--- config.mk ---
export PLATFORM = sky130hd
export DESIGN_NAME = alu_rr_sequencer_flat
export DESIGN_NICKNAME = d
export VERILOG_FILES = /design/src/rtl/alu_rr_sequencer_if.sv /design/src/rtl/alu_rr_sequencer.sv /design/src/flat_wrapper.sv
export SDC_FILE = /design/constraint.sdc
export NUM_CORES = 1
export LEC_CHECK = 0
export ABC_CLOCK_PERIOD_IN_PS = 2600
export CAP_MARGIN = 0
export CORE_MARGIN = 5
export CORE_UTILIZATION = 30
export CTS_CLUSTER_DIAMETER = 150
export DETAILED_ROUTE_END_ITERATION = 8
export SYNTH_ARGS = -nofsm -noshare
export SYNTH_HDL_FRONTEND = slang
export SYNTH_SLANG_ARGS = --single-unit
--- constraint.sdc ---
create_clock -name clk -period 2.6 [get_ports clk]
set_clock_uncertainty 0.1 [all_clocks]
set_input_delay 0.26 -clock clk [delete_from_list [all_inputs] [get_ports clk]]
set_output_delay 0.26 -clock clk [all_outputs]
set_load 0.02 [all_outputs]
--- src/rtl/alu_rr_sequencer_if.sv ---
// Request, response and ALU-side signals of the round-robin ALU sequencer.
// slave is the sequencer's view; master is the view of the surrounding requesters and ALU.
interface alu_rr_sequencer_if;
  logic        req0_valid;
  logic        req0_ready;
  logic [7:0]  req0_a;
  logic [7:0]  req0_b;
  logic [2:0]  req0_op;
  logic        req1_valid;
  logic        req1_ready;
  logic [7:0]  req1_a;
  logic [7:0]  req1_b;
  logic [2:0]  req1_op;
  logic        rsp_valid;
  logic        rsp_id;
  logic [15:0] rsp_result;
  logic        rsp_err;
  logic        alu_start;
  logic [7:0]  alu_a;
  logic [7:0]  alu_b;
  logic [2:0]  alu_op;
  logic        alu_done;
  logic [15:0] alu_result;

  modport slave (
    input  req0_valid, req0_a, req0_b, req0_op,
    input  req1_valid, req1_a, req1_b, req1_op,
    output req0_ready, req1_ready,
    output rsp_valid, rsp_id, rsp_result, rsp_err,
    output alu_start, alu_a, alu_b, alu_op,
    input  alu_done, alu_result
  );

  modport master (
    output req0_valid, req0_a, req0_b, req0_op,
    output req1_valid, req1_a, req1_b, req1_op,
    input  req0_ready, req1_ready,
    input  rsp_valid, rsp_id, rsp_result, rsp_err,
    input  alu_start, alu_a, alu_b, alu_op,
    output alu_done, alu_result
  );
endinterface

--- src/rtl/alu_rr_sequencer.sv ---
// Two-requester round-robin arbiter that sequences one operation at a time through a shared ALU,
// completing no/rst/illegal ops locally and aborting ALU ops that exceed TIMEOUT_CYCLES.
module alu_rr_sequencer #(
  parameter int unsigned TIMEOUT_CYCLES = 16
) (
  input logic               clk,
  input logic               reset,
  alu_rr_sequencer_if.slave bus
);
  localparam int unsigned     CntW   = $clog2(TIMEOUT_CYCLES + 1);
  localparam logic [CntW-1:0] CntMax = CntW'(TIMEOUT_CYCLES);

  typedef enum logic [1:0] {StIdle, StBusy, StResp} state_e;

  state_e          state_q, state_d;
  logic            last_grant_q, last_grant_d;
  logic            id_q, id_d;
  logic            err_q, err_d;
  logic [15:0]     result_q, result_d;
  logic [CntW-1:0] count_q, count_d, count_inc;
  logic [7:0]      a_q, a_d, b_q, b_d;
  logic [2:0]      op_q, op_d;
  logic            rsp_valid_q, rsp_id_q, rsp_err_q;
  logic [15:0]     rsp_result_q;

  logic            pick0, pick1, accept;
  logic [7:0]      sel_a, sel_b;
  logic [2:0]      sel_op;
  logic            sel_alu, sel_illegal;

  // On a tie the requester that did not win last time is chosen.
  assign pick0 = bus.req0_valid & (~bus.req1_valid | last_grant_q);
  assign pick1 = bus.req1_valid & (~bus.req0_valid | ~last_grant_q);

  assign bus.req0_ready = (state_q == StIdle) & ~reset & pick0;
  assign bus.req1_ready = (state_q == StIdle) & ~reset & pick1;
  assign accept         = bus.req0_ready | bus.req1_ready;

  assign sel_a     = pick1 ? bus.req1_a  : bus.req0_a;
  assign sel_b     = pick1 ? bus.req1_b  : bus.req0_b;
  assign sel_op    = pick1 ? bus.req1_op : bus.req0_op;
  assign count_inc = count_q + CntW'(1);

  always_comb begin
    sel_alu     = 1'b0;
    sel_illegal = 1'b0;
    unique case (sel_op)
      3'b001, 3'b010, 3'b011, 3'b100: sel_alu     = 1'b1;
      3'b101, 3'b110:                 sel_illegal = 1'b1;
      default:                        ;
    endcase
  end

  always_comb begin
    state_d      = state_q;
    last_grant_d = last_grant_q;
    id_d         = id_q;
    err_d        = err_q;
    result_d     = result_q;
    count_d      = count_q;
    a_d          = a_q;
    b_d          = b_q;
    op_d         = op_q;
    unique case (state_q)
      StIdle: begin
        if (accept) begin
          id_d         = pick1;
          last_grant_d = pick1;
          count_d      = '0;
          result_d     = '0;
          if (sel_alu) begin
            state_d = StBusy;
            err_d   = 1'b0;
            a_d     = sel_a;
            b_d     = sel_b;
            op_d    = sel_op;
          end else begin
            state_d = StResp;
            err_d   = sel_illegal;
          end
        end
      end
      StBusy: begin
        if (bus.alu_done) begin
          state_d  = StResp;
          result_d = bus.alu_result;
          err_d    = 1'b0;
        end else if (count_inc == CntMax) begin
          state_d  = StResp;
          result_d = '0;
          err_d    = 1'b1;
        end else begin
          count_d = count_inc;
        end
      end
      StResp:  state_d = StIdle;
      default: state_d = StIdle;
    endcase
  end

  always_ff @(posedge clk) begin
    if (reset) begin
      state_q      <= StIdle;
      last_grant_q <= 1'b1;
      id_q         <= 1'b0;
      err_q        <= 1'b0;
      result_q     <= '0;
      count_q      <= '0;
      a_q          <= '0;
      b_q          <= '0;
      op_q         <= '0;
      rsp_valid_q  <= 1'b0;
      rsp_id_q     <= 1'b0;
      rsp_err_q    <= 1'b0;
      rsp_result_q <= '0;
    end else begin
      state_q      <= state_d;
      last_grant_q <= last_grant_d;
      id_q         <= id_d;
      err_q        <= err_d;
      result_q     <= result_d;
      count_q      <= count_d;
      a_q          <= a_d;
      b_q          <= b_d;
      op_q         <= op_d;
      // Response fields are forced to zero outside the one-cycle pulse.
      rsp_valid_q  <= (state_q == StResp);
      rsp_id_q     <= (state_q == StResp) & id_q;
      rsp_err_q    <= (state_q == StResp) & err_q;
      rsp_result_q <= (state_q == StResp) ? result_q : '0;
    end
  end

  assign bus.rsp_valid  = rsp_valid_q;
  assign bus.rsp_id     = rsp_id_q;
  assign bus.rsp_err    = rsp_err_q;
  assign bus.rsp_result = rsp_result_q;
  assign bus.alu_start  = (state_q == StBusy);
  assign bus.alu_a      = a_q;
  assign bus.alu_b      = b_q;
  assign bus.alu_op     = op_q;
endmodule

--- src/flat_wrapper.sv ---
// flat-port wrapper written by rule: the top's interface ports become plain ports
module alu_rr_sequencer_flat 
#(
  parameter int unsigned TIMEOUT_CYCLES = 16
)
  (clk, reset, bus_req0_valid, bus_req0_a, bus_req0_b, bus_req0_op, bus_req1_valid, bus_req1_a, bus_req1_b, bus_req1_op, bus_req0_ready, bus_req1_ready, bus_rsp_valid, bus_rsp_id, bus_rsp_result, bus_rsp_err, bus_alu_start, bus_alu_a, bus_alu_b, bus_alu_op, bus_alu_done, bus_alu_result);
  alu_rr_sequencer_if bus_i ();
  input logic clk;
  input logic reset;
  input wire logic [$bits(bus_i.req0_valid)-1:0] bus_req0_valid;
  input wire logic [$bits(bus_i.req0_a)-1:0] bus_req0_a;
  input wire logic [$bits(bus_i.req0_b)-1:0] bus_req0_b;
  input wire logic [$bits(bus_i.req0_op)-1:0] bus_req0_op;
  input wire logic [$bits(bus_i.req1_valid)-1:0] bus_req1_valid;
  input wire logic [$bits(bus_i.req1_a)-1:0] bus_req1_a;
  input wire logic [$bits(bus_i.req1_b)-1:0] bus_req1_b;
  input wire logic [$bits(bus_i.req1_op)-1:0] bus_req1_op;
  output wire logic [$bits(bus_i.req0_ready)-1:0] bus_req0_ready;
  output wire logic [$bits(bus_i.req1_ready)-1:0] bus_req1_ready;
  output wire logic [$bits(bus_i.rsp_valid)-1:0] bus_rsp_valid;
  output wire logic [$bits(bus_i.rsp_id)-1:0] bus_rsp_id;
  output wire logic [$bits(bus_i.rsp_result)-1:0] bus_rsp_result;
  output wire logic [$bits(bus_i.rsp_err)-1:0] bus_rsp_err;
  output wire logic [$bits(bus_i.alu_start)-1:0] bus_alu_start;
  output wire logic [$bits(bus_i.alu_a)-1:0] bus_alu_a;
  output wire logic [$bits(bus_i.alu_b)-1:0] bus_alu_b;
  output wire logic [$bits(bus_i.alu_op)-1:0] bus_alu_op;
  input wire logic [$bits(bus_i.alu_done)-1:0] bus_alu_done;
  input wire logic [$bits(bus_i.alu_result)-1:0] bus_alu_result;
  assign bus_i.req0_valid = bus_req0_valid;
  assign bus_i.req0_a = bus_req0_a;
  assign bus_i.req0_b = bus_req0_b;
  assign bus_i.req0_op = bus_req0_op;
  assign bus_i.req1_valid = bus_req1_valid;
  assign bus_i.req1_a = bus_req1_a;
  assign bus_i.req1_b = bus_req1_b;
  assign bus_i.req1_op = bus_req1_op;
  assign bus_req0_ready = bus_i.req0_ready;
  assign bus_req1_ready = bus_i.req1_ready;
  assign bus_rsp_valid = bus_i.rsp_valid;
  assign bus_rsp_id = bus_i.rsp_id;
  assign bus_rsp_result = bus_i.rsp_result;
  assign bus_rsp_err = bus_i.rsp_err;
  assign bus_alu_start = bus_i.alu_start;
  assign bus_alu_a = bus_i.alu_a;
  assign bus_alu_b = bus_i.alu_b;
  assign bus_alu_op = bus_i.alu_op;
  assign bus_i.alu_done = bus_alu_done;
  assign bus_i.alu_result = bus_alu_result;
  alu_rr_sequencer #(.TIMEOUT_CYCLES(TIMEOUT_CYCLES)) u_core (.clk(clk), .reset(reset), .bus(bus_i));
endmodule
### Word-level counts from Yosys, hierarchy flattened

Cells that the tools add are included.

* flip-flop bits (word level): 64
* input bits: 59
* output and inout port bits: 41
* word-level logic and storage cells: 75

* add/subtract/negate cells: 1
* eq/ne operators: 13
* mux-type cells: 23
* bitwise operators: 15
* reduce and logical (&&, ||, !) cells: 10

Operator list (number)
* 16-bit two-way mux: 3
* 16-bit one-hot mux with 2 select lines: 1
* 8-bit two-way mux: 2
* 5-bit two-way mux: 3
* 5-bit one-hot mux with 2 select lines: 1
* 3-bit equality test (second input constant): 3
* 2-bit two-way mux: 4
* 1-bit bitwise AND: 7
* 3-bit by 2-bit equality test with 1-bit output (second input constant): 2
* 1-bit two-way mux: 6
* 3-bit AND reduction: 2
* 5-bit by 1-bit adder with 5-bit output (second input constant): 1
* 5-bit equality test (second input constant): 1
* 1-bit inverter: 5
* 2-bit inequality test (second input constant): 2
* 2-bit one-hot mux with 2 select lines: 1
* 2-bit AND reduction: 2
* 4-bit AND reduction: 1
* 2-bit OR reduction: 2
* 4-bit OR reduction: 1
* 3-bit by 1-bit equality test with 1-bit output (second input constant): 1
* 3-bit two-way mux: 1
* 3-bit by 1-bit inequality test with 1-bit output (second input constant): 1
* 1-bit bitwise OR: 3
* other kinds (6): 6

### Logic depth before layout (Yosys ltp)

Gate-level depths: netlist (run 1).

* depth after elaboration: 10
* depth in mapped cells: 7
* gate-level depth less buffers: 5

### Worst setup path before layout (run 1)

Ideal clock, no wire load.

* path kind: register -> register
* from: register u_core.count_q[0]
* to: register u_core.result_q[10]
* library setup time: 0.059 ns
* data arrival time: 1.497 ns
* data required time: 2.441 ns
* path slack: 0.944 ns
* cell stages (with the launch flop): 7
* buffers on the path: 1
* clock period less this slack: 1.656 ns
* path through: dfxtp_1 > and2_1 > mux2i_1 > o21ai_1 > a21oi_2 > buf_2 > a22o_1

* word-level cells in the longest chain between the ends: 4

Ends and longest elaborated chain
* start: declaration: line alu_rr_sequencer.sv:20 `logic [CntW-1:0] count_q, count_d, count_inc;`
* start signal: assignment: line alu_rr_sequencer.sv:122 `count_q <= count_d;`
* 5-bit by 1-bit adder with 5-bit output: line alu_rr_sequencer.sv:42 `assign count_inc = count_q + CntW'(1);`
* 5-bit equality test: line alu_rr_sequencer.sv:88 `end else if (count_inc == CntMax) begin`
* 3-bit by 1-bit inequality test with 1-bit output (no line)
* 3-bit AND reduction (no line)
* end signal: assignment: line alu_rr_sequencer.sv:121 `result_q <= result_d;`
* end: declaration: line alu_rr_sequencer.sv:19 `logic [15:0] result_q, result_d;`

Every way passes these cells.
A chain may end at the register's enable or synchronous reset.

### Worst setup path after layout (run 1)

* from: register u_core.state_q[0]
* to: output port bus_req0_ready

* word-level cells in the longest chain between the ends: 3

Ends and longest elaborated chain
* start: declaration: line alu_rr_sequencer.sv:15 `state_e state_q, state_d;`
* start signal: assignment: line alu_rr_sequencer.sv:103 `state_q <= StIdle;`
* start signal: assignment: line alu_rr_sequencer.sv:117 `state_q <= state_d;`
* 2-bit logical NOT: line alu_rr_sequencer.sv:35 `assign bus.req0_ready = (state_q == StIdle) & ~reset & pick0;`
* 1-bit bitwise AND (2 in series): line alu_rr_sequencer.sv:35
* end: declaration: line flat_wrapper.sv:18 `output wire logic [$bits(bus_i.req0_ready)-1:0] bus_req0_ready;`

Every way passes these cells.

==> flow_summary.toml, run 1 <==
[floorplan]
io_pins = 100
initial_core_util_pct = 30.9
die_area_sq_mm = 0.0104
rows = 33
floorplan.die.width_um = 102
fp.dieH_um = 102
design.core.area_sq_mm = 0.00822

[clock_network]
postCtsResizedCells = 0
numCtsBuffers = 9
clkSinkCount = 64
tritoncts = "done"
path_clk_slew_ns = 0.07
cts_root_buf = "clkbuf_8"
post_cts.repair.setup_buffers = 0
clock_tree.buffer_depth = 2
cts_htree_levels = 3
clock_insertion_delay_worst_skew_ns = 0.33
cts-hold-fix-buffers = 0

[final_layout]
drive_above_1_share_pct = 14.4
antennaDiodeCount = 0
mostFrequentLayoutCell = "clkdlybuf4s50_1"
syn2layout_area_growth_pct = 52.5
nFillCells = 765
multi_input_comb_area_sq_mm = 0.00119
seq_area_sq_mm = 0.00128
nNetsFinal = 402
mostFrequentLayoutCells = "98 x clkdlybuf4s50_1, 64 x dfxtp_1, 29 x nor2_1"

[global_route]
grt_max_degree = 28
grt_antenna_before_repair = 0
grt_usage_pct = 12.4
globalRoute.totalOverflow = 0
via_count_of_the_first_global_routing_pass = 2133
grt_first_pass_wirelength_um = 9980

[placed_design]
placement.setup.worst_slack_ns = 0.403
gp_routability_congestion = 0.694
dp_hpwl_um = 4490
buffer_ports.inserted = 99

[routing]
route.detailed.wl_per_inst_um = 13.4
drt-total-wl_um = 6060
dr_vias = 2066
drt_pass1_iterations = 4
viasPerCell = 4.57
drcViolationCount = 0
postRouteAntennaNets = 0
drtIter0Drc = 52

[sta]
finalWorstPathRequiredPeriod_ns = 2.31
final.setup.worst_slack_ns = 0.288
worst_slew_margin_rel_pct = 31.4
timing.final.crit_share_pct = 88.9
tightest_slew_ns = 1.03
timing.final.setup_violations = 0
achievable-frequency_mhz = 433
rsz0062_at_grt = "false"
final-hold-violation-count = 0
final_max_slew_viol_count = 0
tns_ns = 0

[run_status]
result_of_the_run = "completed"

[yosys]
postSynthCellCount = 238
synthDistinctLibCells = 40
synth.avg_cell_area_sq_um = 10.7
number_of_nets_in_the_synthesized_netlist = 298
postSynthRegisterBits = 64
synth_seq_area_share_pct = 50.4
syn-cell-area_sq_mm = 0.00254
synthesis.yosys.warnings = 0

[worst_setup_path]
crit_fanout = 7
critical_path_buffer_and_inverter_count = 1
setup.worst_path.start_class = "flip-flop"
crit_path_max_incr_delay_ns = 0.61
path_class = "reg2out"
critical-path-top-delay-family = "simple AND/OR/NAND/NOR gates"
timing.critical_path.arrival_ns = 1.95
crit_path_top_delay_cell = "clkdlybuf4s50_1"
critical_path.cell_chain = "nor3_1, and3b_1, clkdlybuf4s50_1"
worst-endpoint-required_ns = 2.24
critical_path.endpoint_type = "primary output"
r2r_setup_slack_ns = 0.46

[power]
irDropWorstVdd_mv = 0.237
combinational_power_share_pct = 17.4
p_sw_uw = 619
power.clock.fraction_pct = 39.0
p_leak_nw = 1.42
power.density_cell_area_mw_per_mm2 = 621
seq_power_share_pct = 43.6
cell_int_power_mw = 1.78
power_switching_share_pct = 25.7

[worst_hold_path]
min_path_type = "in2reg"

[run]
cap_viol_max_count = 0
logic make-up after synthesis:
family | after synthesis | synth area share, %
flip-flops | 64 | 50.4
adder cells (fa/ha/maj) | 1 | 0.493
multiplexers | 21 | 8.28
buffers and inverters | 14 | 3.15
XOR/XNOR | 2 | 0.690
AND/OR/NAND/NOR | 80 | 16.1
AO/OA/AOI/OAI | 56 | 20.8
stage by stage:
| step | instances | util (%) | area, sq um | hold WS (ns) | power [mW] |
|---|---|---|---|---|---|
| floorplan | 238 | - | 2540 | 0.293 | 1.29 |
| global placement | 436 | 44.5 | 3650 | 0.339 | 1.49 |
| detailed placement | 436 | 44.5 | 3650 | 0.340 | 1.49 |
| CTS | 452 | 47.1 | 3870 | 0.220 | 2.45 |
| global route | 452 | 47.1 | 3870 | 0.229 | 2.53 |
| finish | 452 | 47.1 | 3870 | 0.230 | 2.40 |
path summary, 6_finish.rpt:
check / startpoint / to / depth (start not counted)
worst max-delay path: u_core.state_q[0]$_SDFFE_PP0P_ / bus_req0_ready / 3
worst min-delay path: reset / u_core.count_q[1]$_SDFFE_PP0P_ / 2
worst max register to register: u_core.state_q[0]$_SDFFE_PP0P_ / u_core.result_q[3]$_SDFFE_PP0P_ / 4
worst min register to register: u_core.result_q[8]$_SDFFE_PP0P_ / u_core.bus.rsp_result[8]$_SDFF_PP0_ / 1
synth_stat cells:
| master | n | area [sq um] |
|---|---|---|
| a211oi_1 | 1 | 7.51 |
| a211oi_2 | 19 | 238 |
| a21boi_2 | 1 | 11.3 |
| a21oi_1 | 4 | 20.0 |
| a21oi_2 | 2 | 17.5 |
| a221o_1 | 1 | 10.0 |
| a22o_1 | 17 | 149 |
| a311oi_1 | 2 | 17.5 |
| a31oi_1 | 1 | 6.26 |
| and2_1 | 20 | 125 |
| and3b_1 | 1 | 8.76 |
| buf_1 | 1 | 3.75 |
| buf_2 | 4 | 20.0 |
| buf_4 | 3 | 22.5 |
| buf_8 | 1 | 15.0 |
| clkbuf_1 | 3 | 11.3 |
| dfxtp_1 | 64 | 1280 |
| ha_1 | 1 | 12.5 |
| inv_1 | 2 | 7.51 |
| mux2i_1 | 21 | 210 |
| nand2_1 | 9 | 33.8 |
| nand2b_1 | 1 | 6.26 |
| nand2b_2 | 1 | 8.76 |
| nand3_1 | 4 | 20.0 |
| nand4_1 | 1 | 6.26 |
| nor2_1 | 29 | 109 |
| nor2b_1 | 4 | 25.0 |
| nor3_1 | 3 | 15.0 |
| nor3b_1 | 2 | 15.0 |
| nor4_1 | 1 | 6.26 |
| o21a_1 | 1 | 7.51 |
| o21ai_0 | 3 | 15.0 |
| o21ai_1 | 1 | 5.00 |
| o21bai_1 | 1 | 7.51 |
| o2bb2ai_1 | 2 | 17.5 |
| or2_2 | 2 | 12.5 |
| or3_1 | 1 | 6.26 |
| or3b_4 | 1 | 11.3 |
| xnor2_1 | 1 | 8.76 |
| xor2_1 | 1 | 8.76 |
flip-flops by register name (all words and copies together) (netlist names):
| signal | cells |
|---|---|
| u_core.bus.alu_a | 8 |
| u_core.bus.alu_b | 8 |
| u_core.bus.alu_op | 3 |
| u_core.bus.rsp_err | 1 |
| u_core.bus.rsp_id | 1 |
| u_core.bus.rsp_result | 16 |
| u_core.bus.rsp_valid | 1 |
| u_core.count_q | 5 |
| u_core.err_q | 1 |
| u_core.id_q | 1 |
| u_core.last_grant_q | 1 |
| u_core.result_q | 16 |
| u_core.state_q | 2 |
area by class of cell:
type	count	area share [%]
tap	105	3.39
sequential	64	33.1
multi-input combinational	160	30.7
inverter	2	0.194
clock buffer	9	3.20
clock inverter	7	2.45
timing repair buffer	105	26.9
power groups by stage:
stage,clock (mW),sequential (mW),combinational (mW)
2_1_floorplan,0,1.10,0.191
3_3_place_gp,0,1.07,0.422
3_5_place_dp,0,1.07,0.424
4_1_cts,0.971,1.05,0.427
5_1_grt,1.03,1.05,0.453
6_report,0.937,1.05,0.419
routing by layer:
metal	GRT usage [%]	up-vias	wire [um]
met3	6.69	8	734
met4	5.75	0	101
met5	0	-	0
met1	15.4	911	2750
li1	-	1061	-
met2	17.6	86	2470
worst register-to-register path, stage by stage, from the launching register on:
cell      delay, ns
dfxtp_1        0.46
nand2b_2       0.15
or2_2          0.32
nor2_1         0.78
a22o_1         0.28
Note: power is estimated with default switching activity, not from simulation.
==> run 2: changes to the inputs <==
Settings changed: SETUP_SLACK_MARGIN set to 0.3.
==> run 2 against run 1 <==
Net effect:
- combinational power about the same
- utilization is 0.061 points higher
- clock-buffer cell count unchanged
- first-iteration DRC count shrank 9.6%
- register-to-register slack worse by 0.02 ns
- design area rose by 0.13%
- flip-flop and latch count did not move
- fmax up 4.5%
- power hardly changed
- critical path depth unchanged
- worst setup slack improved by 0.099 ns
- sequential share of layout area barely moved
- largest cell class unchanged
==> flow_summary.toml, run 2 (same netlist as run 1, synthesis figures left out) <==
[run_status]
result_of_the_run = "completed"

[power]
irDropWorstVdd_mv = 0.237
report.power.total_mw = 2.41
p_leak_nw = 1.43
power.density_cell_area_mw_per_mm2 = 620

[final_layout]
mostFrequentLayoutCell = "clkdlybuf4s50_1"
mostFrequentLayoutCells = "98 x clkdlybuf4s50_1, 64 x dfxtp_1, 29 x nor2_1"
syn2layout_area_growth_pct = 52.7
drive_above_1_share_pct = 14.7
antennaDiodeCount = 0
finalCoreUtilization_pct = 47.2
nNetsFinal = 402

[clock_network]
cts_htree_levels = 3
tritoncts = "done"
numCtsBuffers = 9
path_clk_slew_ns = 0.07
clkSinkCount = 64
clock_tree.buffer_depth = 2
clock_insertion_delay_worst_skew_ns = 0.33
post_cts.repair.setup_buffers = 0
cts_root_buf = "clkbuf_8"

[sta]
rsz0062_at_grt = "false"
tightest_slew_ns = 1.03
timing.final.setup_violations = 0
final.setup.worst_slack_ns = 0.388
final-hold-violation-count = 0
tns_ns = 0
timing.final.crit_share_pct = 85.1
finalWorstPathRequiredPeriod_ns = 2.21
worst_slew_margin_rel_pct = 31.3
achievable-frequency_mhz = 452
final_max_slew_viol_count = 0

[floorplan]
design.core.area_sq_mm = 0.00822
die_area_sq_mm = 0.0104
rows = 33
floorplan.die.width_um = 102
io_pins = 100
initial_core_util_pct = 30.9
fp.dieH_um = 102

[worst_setup_path]
crit-reg2reg-launch = "u_core.state_q[0]$_SDFFE_PP0P_"
timing.critical_path.arrival_ns = 1.85
critical_path.endpoint_type = "primary output"
worst-endpoint-required_ns = 2.24
critical_path_buffer_and_inverter_count = 1
setup.worst_path.start_class = "flip-flop"
critical_path.cell_chain = "nor3_2, and3b_1, clkdlybuf4s50_1"
path_class = "reg2out"
crit_fanout = 7
critical-path-top-delay-family = "buffers and inverters"
crit_path_top_delay_cell = "clkdlybuf4s50_1"
startpoint = "u_core.state_q[0]$_SDFFE_PP0P_"
crit_path_max_incr_delay_ns = 0.61

[routing]
drt_pass1_iterations = 4
postRouteAntennaNets = 0
viasPerCell = 4.56
route.detailed.wl_per_inst_um = 13.4
drtIter0Drc = 47
drt-total-wl_um = 6070
dr_vias = 2061
drcViolationCount = 0

[worst_hold_path]
min_path_type = "in2reg"
min_from = "reset"

[global_route]
via_count_of_the_first_global_routing_pass = 2132
grt_usage_pct = 12.4
grt_first_pass_wirelength_um = 9990
globalRoute.totalOverflow = 0
grt_max_degree = 28
grt_antenna_before_repair = 0

[run]
cap_viol_max_count = 0

[placed_design]
dp_hpwl_um = 4490
placement.setup.worst_slack_ns = 0.403
buffer_ports.inserted = 99
gp_routability_congestion = 0.694
[run 2: cell counts in the layout (fill, tap and decap cells not counted)]
No cell type changed its count.
[run 2: area by class of cell]
type | count | area (sq um)
sequential | 64 | 1280
fill | 764 | 4340
multi-input combinational | 160 | 1200
clock inverter | 7 | 95.1
tap | 105 | 131
inverter | 2 | 7.51
timing repair buffer | 105 | 1040
clock buffer | 9 | 124
[run 2: where the power goes]
| part | total, mW | switching [mW] | internal [mW] |
|---|---|---|---|
| Combinational | 0.419 | 0.198 | 0.221 |
| Sequential | 1.05 | 0.0258 | 1.02 |
| Clock | 0.937 | 0.396 | 0.541 |
[run 2: metrics by stage]
step	area [sq um]	std cells	hold WS, ns
2_1_floorplan	2540	238	0.293
3_3_place_gp	3650	436	0.339
3_5_place_dp	3650	436	0.340
4_1_cts	3880	452	0.224
5_1_grt	3880	452	0.238
6_report	3880	452	0.235
[run 2: final timing paths]
kind | endpoint | slack (ns) | cells after the start
worst max register to register | u_core.result_q[3]$_SDFFE_PP0P_ | 0.44 | 4
worst min register to register | u_core.bus.rsp_result[8]$_SDFF_PP0_ | 0.36 | 1
worst min-delay path | u_core.count_q[1]$_SDFFE_PP0P_ | 0.24 | 2
worst max-delay path | bus_req0_ready | 0.39 | 3
[run 2: metal layers]
layer	track usage (%)	wire length (um)	part of all wire, %
met1	15.4	2750	45
met2	17.6	2470	41
met3	6.69	734	12
met4	5.75	101	1.7
met5	0	0	0
[run 2: timing repair]
action	in CTS	in global routing
hold buffers	0	0
endpoints found under the setup margin	2	0
endpoints found under the hold margin	0	0
resized for setup	1	0
==> run 3: changes to the inputs <==
Settings changed: CAP_MARGIN 0 to unset.
==> results of run 3 <==
The final DEF is identical to that of run 2; final timing and power are the same.
==> patch (settings of run 1) <==
`TIMEOUT_CYCLES` is set to 16 in 2 places; all go to 32.
--- a/src/rtl/alu_rr_sequencer.sv
+++ b/src/rtl/alu_rr_sequencer.sv
@@ -1,7 +1,7 @@
 // Two-requester round-robin arbiter that sequences one operation at a time through a shared ALU,
 // completing no/rst/illegal ops locally and aborting ALU ops that exceed TIMEOUT_CYCLES.
 module alu_rr_sequencer #(
-  parameter int unsigned TIMEOUT_CYCLES = 16
+  parameter int unsigned TIMEOUT_CYCLES = 32
 ) (
   input logic               clk,
   input logic               reset,
--- a/src/flat_wrapper.sv
+++ b/src/flat_wrapper.sv
@@ -1,7 +1,7 @@
 // flat-port wrapper written by rule: the top's interface ports become plain ports
 module alu_rr_sequencer_flat 
 #(
-  parameter int unsigned TIMEOUT_CYCLES = 16
+  parameter int unsigned TIMEOUT_CYCLES = 32
 )
   (clk, reset, bus_req0_valid, bus_req0_a, bus_req0_b, bus_req0_op, bus_req1_valid, bus_req1_a, bus_req1_b, bus_req1_op, bus_req0_ready, bus_req1_ready, bus_rsp_valid, bus_rsp_id, bus_rsp_result, bus_rsp_err, bus_alu_start, bus_alu_a, bus_alu_b, bus_alu_op, bus_alu_done, bus_alu_result);
   alu_rr_sequencer_if bus_i ();
Check against the original RTL: same outputs for any inputs over 10 cycles, from zero or initial values and one cycle with reset high; that may be too few to reach the edited logic, so the function may still have changed.
==> patch against run 1 <==
Non-clock buffer count is 2 higher. Final area rose by 5.6%. Via count increased by 20%. Sequential cell count grew 1. Total power up 2.2%. Routed wire length up 18%. Cell count up 10%. Worst setup slack better by 0.098 ns. Fmax grew 4.4%. Synthesized area up 8.2%. Die area up 7.4%. Critical path type unchanged. Critical endpoint is now bus_req1_ready. Largest cell class is now multi-input combinational cells. Highest routed layer unchanged.
==> patch: results <==
export IMPL_yosys_most_used_dff="dfxtp_1"
export IMPL_yosysWarnings=0
export IMPL_cts_buffers_inserted=9
export IMPL_synthTopCellsByCount="dfxtp_1 (65), mux2i_1 (38), nand2_1 (24), and2_1 (21), a21oi_1 (18)"
export IMPL_port_buffers=99
export IMPL_antenna_found_initial=0
export IMPL_slowest_stage="clkdlybuf4s50_1"
export IMPL_post_cts_buffers=0
export IMPL_synth_cell_types=44
export IMPL_status="finished, final reports clean"
export IMPL_path_clk_slew_ns=0.08
export IMPL_diodes=0
export IMPL_htreeDepth=3
export IMPL_swShare_pct=26.3
export IMPL_cts_buffer_depth=2
export IMPL_drt_initial_drc_count=128
export IMPL_globalplace_congestion=0.735
export IMPL_yosysSeqAreaShare_pct=47.3
export IMPL_routed_wl_um=7130
export IMPL_max_stage_delay_ns=0.62
export IMPL_synthTopCellsByArea="dfxtp_1 (47%), mux2i_1 (14%), and2_1 (4.8%)"
export IMPL_dr_pass1_iters=4
export IMPL_grt_usage_pct=12.9
export IMPL_cp_top_family="buffers and inverters"
export IMPL_cts_root_buf="clkbuf_8"
export IMPL_nets=441
export IMPL_hp_class="flop to flop"
export IMPL_ir_worst_vdd_mv=0.339
export IMPL_drive_gt1_share_pct=8.29
export IMPL_grt_max_degree=28
export IMPL_vias=2479
export IMPL_cts_resized=0
export IMPL_synth_nets=341
export IMPL_tightest_slew_ns=0.875
export IMPL_p_leak_nw=1.55
export IMPL_arrival_ns=1.85
export IMPL_async_reset_ff_share_pct=0
export IMPL_dp_final_hpwl_um=5120
export IMPL_worstPathMaxFanout=6
export IMPL_grt_pass1_wl_um=11800
export IMPL_fin_util_pct=45.1
export IMPL_clk_latency_ns=0.34
==> patch: cell families (layout without fill, tap and decap cells) <==
group | count (synthesis) | after routing | share of synthesized area, %
flops | 65 | 65 | 47.3
mux | 38 | 38 | 13.8
xor+xnor | 2 | 2 | 0.637
compound gates | 62 | 62 | 15.6
fa+ha+maj | 1 | 1 | 0.455
buf+inv | 23 | 128 | 3.73
simple gates | 90 | 90 | 18.4
==> patch: metrics by stage <==
| stage | worst slack (ns) | total power [mW] | instances | instance area, um2 | hold WS [ns] |
|---|---|---|---|---|---|
| after detailed placement | 0.329 | 1.51 | 481 | 3860 | 0.343 |
| final | 0.387 | 2.46 | 497 | 4090 | 0.359 |
| after global placement | 0.390 | 1.51 | 481 | 3860 | 0.338 |
| after CTS | 0.344 | 2.49 | 497 | 4090 | 0.358 |
| after global routing | 0.227 | 2.58 | 497 | 4090 | 0.387 |
| after floorplan | 0.799 | 1.30 | 281 | 2750 | 0.330 |
==> patch: final timing paths <==
check	start	end	slack, ns	cells past startpoint
worst max-delay path	u_core.state_q[0]	bus_req1_ready	0.39	3
worst min-delay path	u_core.err_q	u_core.bus.rsp_err	0.36	1
worst max register to register	u_core.count_q[0]	u_core.count_q[3]	0.64	5
worst min register to register	u_core.err_q	u_core.bus.rsp_err	0.36	1
==> patch: layer usage <==
layer	up-vias	part of all wire (%)	wire length (um)	global-route usage [%]
met4	0	1.3	92	3.89
met1	1155	44	3120	15.3
met2	80	47	3320	20.2
li1	1236	-	-	-
met3	8	8.4	601	6.92
met5	-	0	0	0
==> patch: final cells by class <==
type / count / area, um2
Clock buffer: 9 / 124
Clock inverter: 7 / 101
Fill cell: 901 / 4980
Inverter: 5 / 18.8
Multi-Input combinational cell: 193 / 1350
Sequential cell: 65 / 1300
Tap cell: 111 / 139
Timing Repair Buffer: 107 / 1050
==> patch: power by group through the flow <==
stage	logic [mW]	registers (mW)	clock network [mW]
2_1_floorplan	0.166	1.13	0
3_3_place_gp	0.415	1.09	0
3_5_place_dp	0.419	1.09	0
4_1_cts	0.421	1.07	0.995
5_1_grt	0.447	1.08	1.05
6_report	0.414	1.07	0.972
